## config.mk

```make
export PLATFORM = sky130hd
export DESIGN_NAME = scroll_bg_gu
export DESIGN_NICKNAME = d
export VERILOG_FILES = /design/src/rtl/scroll_bg_gu.sv
export SDC_FILE = /design/constraint.sdc
export NUM_CORES = 1
export LEC_CHECK = 0
export CAP_MARGIN = 20
export CORE_ASPECT_RATIO = 1.25
export CORE_UTILIZATION = 30
export DETAILED_ROUTE_END_ITERATION = 12
export PLACE_DENSITY = 0.45
export SYNTH_ARGS = -nofsm -noshare
export SYNTH_HDL_FRONTEND = slang
export SYNTH_SLANG_ARGS = --single-unit
```

## constraint.sdc

```tcl
create_clock -name clk -period 6.97 [get_ports clk]
set_clock_uncertainty 0.05 [all_clocks]
set_input_delay 1.394 -clock clk [delete_from_list [all_inputs] [get_ports clk]]
set_output_delay 1.394 -clock clk [all_outputs]
set_load 0.02 [all_outputs]
```

## src/rtl/scroll_bg_gu.sv

```systemverilog
// Scrolling background raster unit: copies an H_RES x V_RES window of a wider image ROM.
// Define SCROLL_BG_PINGPONG_EN to bounce the scroll offset instead of wrapping it.
module scroll_bg_gu #(
  parameter int H_RES       = 320,
  parameter int V_RES       = 240,
  parameter int IMG_W       = 640,
  parameter int SCROLL_MIN  = 47,
  parameter int SCROLL_MAX  = 91,
  parameter int SCROLL_STEP = 2,
  parameter int COLOUR_W    = 3,
  parameter int ROM_LAT     = 1,
  localparam int X_W    = $clog2(H_RES),
  localparam int Y_W    = $clog2(V_RES),
  localparam int ADDR_W = $clog2(IMG_W * V_RES),
  localparam int OFF_W  = $clog2(IMG_W)
) (
  input  logic                clk,
  input  logic                resetn,
  input  logic                frame,
  input  logic                plot,
  output logic [ADDR_W-1:0]   rom_addr,
  input  logic [COLOUR_W-1:0] rom_data,
  output logic [X_W-1:0]      x_out,
  output logic [Y_W-1:0]      y_out,
  output logic [COLOUR_W-1:0] colour_out,
  output logic                writeEn,
  output logic                busy,
  output logic                done
);

  localparam int LW = (ROM_LAT > 1) ? $clog2(ROM_LAT) : 1;
  localparam logic [X_W-1:0] X_LAST = X_W'(H_RES - 1);
  localparam logic [Y_W-1:0] Y_LAST = Y_W'(V_RES - 1);
  localparam logic [LW-1:0]  L_LAST = LW'(ROM_LAT - 1);

  typedef enum logic [1:0] {
    S_IDLE,
    S_DRAW,
    S_DRAIN,
    S_DONE
  } state_t;

  state_t state_q, state_d;

  logic [X_W-1:0]   x_q;
  logic [Y_W-1:0]   y_q;
  logic [OFF_W-1:0] off_r, off_lat;
  logic [LW-1:0]    lat_q;
  logic             last_x, last_px, drain_end;

  assign last_x    = (x_q == X_LAST);
  assign last_px   = last_x && (y_q == Y_LAST);
  assign drain_end = (lat_q == L_LAST);

  always_ff @(posedge clk or negedge resetn) begin
    if (!resetn) state_q <= S_IDLE;
    else         state_q <= state_d;
  end

  always_comb begin
    state_d = state_q;
    unique case (state_q)
      S_IDLE:  if (plot) state_d = S_DRAW;
      S_DRAW:  if (last_px) state_d = S_DRAIN;
      S_DRAIN: if (drain_end) state_d = S_DONE;
      S_DONE:  state_d = S_IDLE;
      default: state_d = S_IDLE;
    endcase
  end

  always_ff @(posedge clk or negedge resetn) begin
    if (!resetn) begin
      x_q     <= '0;
      y_q     <= '0;
      off_lat <= '0;
      lat_q   <= '0;
    end else begin
      unique case (state_q)
        S_IDLE: begin
          if (plot) begin
            off_lat <= off_r;
            x_q     <= '0;
            y_q     <= '0;
          end
        end
        S_DRAW: begin
          lat_q <= '0;
          if (last_x) begin
            x_q <= '0;
            if (!last_px) y_q <= y_q + 1'b1;
          end else begin
            x_q <= x_q + 1'b1;
          end
        end
        S_DRAIN: lat_q <= lat_q + 1'b1;
        default: ;
      endcase
    end
  end

  // Offset arithmetic one bit wider so the upper-limit test cannot overflow
  logic [OFF_W:0]   up_sum;
  logic [OFF_W-1:0] off_nxt;
  logic             over, under;

  assign up_sum = {1'b0, off_r} + (OFF_W+1)'(SCROLL_STEP);
  assign over   = up_sum > (OFF_W+1)'(SCROLL_MAX);
  assign under  = {1'b0, off_r} < (OFF_W+1)'(SCROLL_MIN + SCROLL_STEP);

`ifdef SCROLL_BG_PINGPONG_EN
  logic up_q, up_nxt;

  always_comb begin
    off_nxt = up_sum[OFF_W-1:0];
    up_nxt  = up_q;
    if (up_q) begin
      if (over) begin
        up_nxt  = 1'b0;
        off_nxt = off_r - OFF_W'(SCROLL_STEP);
      end
    end else if (under) begin
      up_nxt = 1'b1;
    end else begin
      off_nxt = off_r - OFF_W'(SCROLL_STEP);
    end
  end

  always_ff @(posedge clk or negedge resetn) begin
    if (!resetn) begin
      off_r <= OFF_W'(SCROLL_MIN);
      up_q  <= 1'b1;
    end else if (frame) begin
      off_r <= off_nxt;
      up_q  <= up_nxt;
    end
  end
`else
  logic unused_under;
  assign unused_under = under;

  always_comb begin
    off_nxt = over ? OFF_W'(SCROLL_MIN) : up_sum[OFF_W-1:0];
  end

  always_ff @(posedge clk or negedge resetn) begin
    if (!resetn)    off_r <= OFF_W'(SCROLL_MIN);
    else if (frame) off_r <= off_nxt;
  end
`endif

  // x/y ride alongside the ROM read so colour and coordinates stay paired
  logic [ROM_LAT-1:0]          vld_q;
  logic [ROM_LAT-1:0][X_W-1:0] xp_q;
  logic [ROM_LAT-1:0][Y_W-1:0] yp_q;

  always_ff @(posedge clk or negedge resetn) begin
    if (!resetn) begin
      vld_q <= '0;
      xp_q  <= '0;
      yp_q  <= '0;
    end else begin
      vld_q[0] <= (state_q == S_DRAW);
      xp_q[0]  <= x_q;
      yp_q[0]  <= y_q;
      for (int i = 1; i < ROM_LAT; i++) begin
        vld_q[i] <= vld_q[i-1];
        xp_q[i]  <= xp_q[i-1];
        yp_q[i]  <= yp_q[i-1];
      end
    end
  end

  logic [ADDR_W-1:0] addr_c;

  assign addr_c = ADDR_W'(off_lat) + ADDR_W'(x_q)
                + ADDR_W'(y_q) * ADDR_W'(IMG_W);

  assign rom_addr   = (state_q == S_DRAW) ? addr_c : '0;
  assign writeEn    = vld_q[ROM_LAT-1];
  assign x_out      = writeEn ? xp_q[ROM_LAT-1] : '0;
  assign y_out      = writeEn ? yp_q[ROM_LAT-1] : '0;
  assign colour_out = writeEn ? rom_data : '0;
  assign busy       = (state_q != S_IDLE);
  assign done       = (state_q == S_DONE);

endmodule

```

==> impl_metrics.csv <==
group,metric,value,unit
status,run_status,"finished, final reports clean",
clock_tree,cts_buffers,9,
layout,nFillCells,1292,
timing,final_period_minus_worst_setup_slack,5200,ps
timing,max-slew-margin-rel,49.3,%
flow_run,maxCapViolCount,0,
critical_path,r2r_cells,9,
timing,worst_pin_slew,760,ps
yosys,synth_top_flop_cell,"sky130_fd_sc_hd__dfrtp_1",
drt,route.detailed.wl_per_inst,14.7,um
die,starting_density_of_the_core,30.7,%
layout,flow.area_growth_from_synthesis,23.9,%
drt,detail_route.vias_per_cell,5.02,
global_routing,antenna_violations_before_repair,0,
global_routing,globalRouteTotalUtil,15.2,%
yosys,syn_inst,415,
critical_path,slowest_cp_cell,"sky130_fd_sc_hd__clkdlybuf4s50_1",
clock_tree,cts.repair_timing.setup_buffer_count,0,
timing,setup_viol_count_final,0,
yosys,asyncSetResetFlopFracSynth,100,%
yosys,proportion_of_synthesized_chip_area_in_sequential_cells,37.6,%
critical_path,timing_worst_setup_path_type,"reg -> out",
pwr,clock_power_share,29.3,%
pwr,power_report.internal_total,0.000896,W
pwr,power.combinational.fraction,38.2,%
place,buffer_ports.inserted,47,
critical_path,timing.critical_path.depth,10,
global_routing,first_global_vias,3239,
yosys,synth_area_per_cell,9.35,um^2
die,die_width,104,um
min_path,hp-class,"reg -> reg",
clock_tree,post_cts_resized,0,
timing,whs,404,ps
critical_path,worst_path_largest_cell_delay,600,ps
critical_path,cp_data_required_time,5530,ps
die,floorplan.die_area,13400,um^2
timing,post-route-period-util,74.6,%
die,core-area,12700,um^2
timing,finalSetupTns,0,ps
critical_path,cpLargestDelayFamily,"adder cells",
pwr,p_seq_share,32.5,%
timing,hold_violations,0,
critical_path,worstPathCellList,"ha_1, ha_1, fa_1, and3_1, o21a_1, nor4_2, o211ai_1, xnor2_1, and2_1, clkdlybuf4s50_1",
clock_tree,holdBufCountCts,0,
critical_path,critical_path_peak_fanout,7,
yosys,synth_seq_cells,58,
layout,drive_above_1_share,9.40,%
timing,rsz_0062_raised_after_global_routing,"false",
clock_tree,max-clock-path-buffers,2,
clock_tree,cts.htree.levels,3,
place,place.gp.congestion,0.782,
pwr,worst_ir_drop_vdd,0.180,mV
layout,final_nets,512,
drt,routed_wirelength,9330,um
yosys,synth.distinct_cells,59,
timing,max_freq,192,MHz
drt,route.detailed.drc,0,
min_path,cell_depth_of_the_worst_min_delay_path,0,
critical_path,cp_num_buf_inv,1,
drt,drt_first_iter_violations,114,
clock_tree,clk_transition_reported_paths,50,ps
layout,post-route-util,38.0,%
die,floorplan.die.height,129,um
critical_path,worst_setup_path_start_kind,"register",
yosys,yosys_warnings,0,
timing,slew_violations,0,
layout,final_area,4810,um^2
die,boundaryPins,48,
pwr,power.net_switching,0.000564,W
pwr,p_per_area,304,nW/um^2
drt,via_count,3194,
yosys,synth-edff-count,0,
clock_tree,clock_latency,330,ps
global_routing,grt_pass1_wl,15900,um
clock_tree,cts_tree,"built",
pwr,switching_share,38.6,%
critical_path,setup.worst_path.end_class,"primary output",
drt,detail_route.first_pass.iterations,5,
place,place.detailed.hpwl,6890,um
drt,ant_nets,0,
global_routing,grt-ovfl-total,0,
critical_path,arrival,3750,ps
die,rows,46,
global_routing,grt_start_max_net_pins,59,
critical_path,cpMostUsedCell,"sky130_fd_sc_hd__ha_1",
clock_tree,numClockSinks,58,
layout,antenna_cells_inserted,0,
pwr,total_leakage_power,2.20,nW
yosys,syn-cell-area,3880,um^2
place,post_dp_cell_area,4520,um^2
clock_tree,cts-root-buf,"sky130_fd_sc_hd__clkbuf_16",
yosys,synth_nets,464,
## worst paths after layout
path | start | to | slack, ps
setup / recovery | y_q[1] | rom_addr[16] | 1770
hold / removal | x_q[1] | xp_q[1] | 400
setup reg to reg | state_q[1] | y_q[6] | 4060
hold reg to reg | x_q[1] | xp_q[1] | 400
max in group asynchronous | resetn | off_lat[0] | 5200
min in group asynchronous | resetn | yp_q[6] | 1160
## cells in the final DEF, fill, tap and decap left out, types with 3 or more instances in the layout
cell / instances
sky130_fd_sc_hd__mux2_2: 8
sky130_fd_sc_hd__o21bai_1: 3
sky130_fd_sc_hd__nor4_1: 4
sky130_fd_sc_hd__clkdlybuf4s50_1: 46
sky130_fd_sc_hd__and3_1: 6
sky130_fd_sc_hd__dfrtp_1: 53
sky130_fd_sc_hd__nor2_1: 30
sky130_fd_sc_hd__nand4_1: 4
sky130_fd_sc_hd__o21a_1: 9
sky130_fd_sc_hd__xor2_1: 4
sky130_fd_sc_hd__nand3_1: 8
sky130_fd_sc_hd__clkbuf_8: 3
sky130_fd_sc_hd__a21oi_1: 15
sky130_fd_sc_hd__mux2i_1: 3
sky130_fd_sc_hd__dfstp_2: 5
sky130_fd_sc_hd__nand2_1: 31
sky130_fd_sc_hd__clkbuf_16: 9
sky130_fd_sc_hd__inv_1: 24
sky130_fd_sc_hd__o22ai_1: 3
sky130_fd_sc_hd__a21o_1: 6
sky130_fd_sc_hd__buf_4: 3
sky130_fd_sc_hd__nor3_1: 17
sky130_fd_sc_hd__ha_1: 38
sky130_fd_sc_hd__and2_1: 24
sky130_fd_sc_hd__a211oi_1: 8
sky130_fd_sc_hd__nand2b_1: 9
sky130_fd_sc_hd__o21ai_0: 33
sky130_fd_sc_hd__xnor2_1: 7
sky130_fd_sc_hd__fa_1: 4
sky130_fd_sc_hd__nor2b_1: 8
## layer usage
layer | global-route usage, % | vias up | wire [um]
li1 | - | 1585 | -
met1 | 17.6 | 1539 | 4110
met4 | 6.55 | 0 | 201
met5 | 0 | - | 0
met3 | 3.42 | 14 | 301
met2 | 27.1 | 56 | 4720
## through the flow
step | instances | power [W] | worst slack [ps]
global route | 636 | 0.00157 | 1580
finish | 636 | 0.00146 | 1770
floorplan | 415 | 0.000854 | 2830
CTS | 636 | 0.00148 | 1770
global placement | 620 | 0.00104 | 2180
detailed placement | 620 | 0.00104 | 2140
## cell usage after synthesis (4+ instances only)
| cell | count | area (um^2) |
|---|---|---|
| sky130_fd_sc_hd__a211oi_1 | 8 | 60.1 |
| sky130_fd_sc_hd__a21o_1 | 6 | 45.0 |
| sky130_fd_sc_hd__a21oi_1 | 15 | 75.1 |
| sky130_fd_sc_hd__and2_1 | 24 | 150 |
| sky130_fd_sc_hd__and3_1 | 6 | 37.5 |
| sky130_fd_sc_hd__buf_2 | 4 | 20.0 |
| sky130_fd_sc_hd__clkbuf_1 | 7 | 26.3 |
| sky130_fd_sc_hd__dfrtp_1 | 53 | 1330 |
| sky130_fd_sc_hd__dfstp_2 | 5 | 131 |
| sky130_fd_sc_hd__fa_1 | 4 | 80.1 |
| sky130_fd_sc_hd__ha_1 | 38 | 475 |
| sky130_fd_sc_hd__inv_1 | 24 | 90.1 |
| sky130_fd_sc_hd__mux2_2 | 8 | 90.1 |
| sky130_fd_sc_hd__nand2_1 | 31 | 116 |
| sky130_fd_sc_hd__nand2b_1 | 9 | 56.3 |
| sky130_fd_sc_hd__nand3_1 | 8 | 40.0 |
| sky130_fd_sc_hd__nand4_1 | 4 | 25.0 |
| sky130_fd_sc_hd__nor2_1 | 30 | 113 |
| sky130_fd_sc_hd__nor2b_1 | 8 | 50.1 |
| sky130_fd_sc_hd__nor3_1 | 17 | 85.1 |
| sky130_fd_sc_hd__nor4_1 | 4 | 25.0 |
| sky130_fd_sc_hd__o21a_1 | 9 | 67.6 |
| sky130_fd_sc_hd__o21ai_0 | 33 | 165 |
| sky130_fd_sc_hd__xnor2_1 | 7 | 61.3 |
| sky130_fd_sc_hd__xor2_1 | 4 | 35.0 |
## cell families after synthesis
kind of cell,share of synthesized area (%)
compound gates,17.7
buf+inv,3.90
xor+xnor,2.48
simple gates,21.0
flops,37.6
fa+ha+maj,14.3
mux,3.09
## sequential cells by signal (all words and copies together), names as in the netlist
name	flops
xp_q	9
state_q	2
y_q	8
x_q	9
off_lat	10
lat_q	1
writeEn	1
off_r	10
yp_q	8
## power by group through the flow
| stage | Sequential (W) | Clock [W] | Combinational [W] |
|---|---|---|---|
| CTS | 0.000476 | 0.000438 | 0.000565 |
| global placement | 0.000480 | 0 | 0.000557 |
| floorplan | 0.000448 | 0 | 0.000406 |
| detailed placement | 0.000483 | 0 | 0.000562 |
| finish | 0.000475 | 0.000428 | 0.000558 |
| global route | 0.000489 | 0.000455 | 0.000630 |
## area by class of cell
| type | count | area [um^2] | share of cell area, % |
|---|---|---|---|
| timing repair buffer | 50 | 488 | 10.1 |
| sequential | 58 | 1460 | 30.3 |
| clock buffer | 12 | 267 | 5.54 |
| tap | 168 | 210 | 4.37 |
| inverter | 24 | 90.1 | 1.87 |
| multi-input combinational | 320 | 2270 | 47.2 |
| clock inverter | 4 | 25.0 | 0.520 |
## worst reg2reg max path, stage by stage (launching register included)
cell and delay [ps]:
sky130_fd_sc_hd__dfrtp_1 400, sky130_fd_sc_hd__inv_1 100, sky130_fd_sc_hd__ha_1 140, sky130_fd_sc_hd__buf_4 270
sky130_fd_sc_hd__inv_1 400, sky130_fd_sc_hd__o21ai_1 580, sky130_fd_sc_hd__nand4_1 260, sky130_fd_sc_hd__nor3_1 250
sky130_fd_sc_hd__a21oi_1 100, sky130_fd_sc_hd__a311oi_1 260
(Power assumes the default switching activity.)
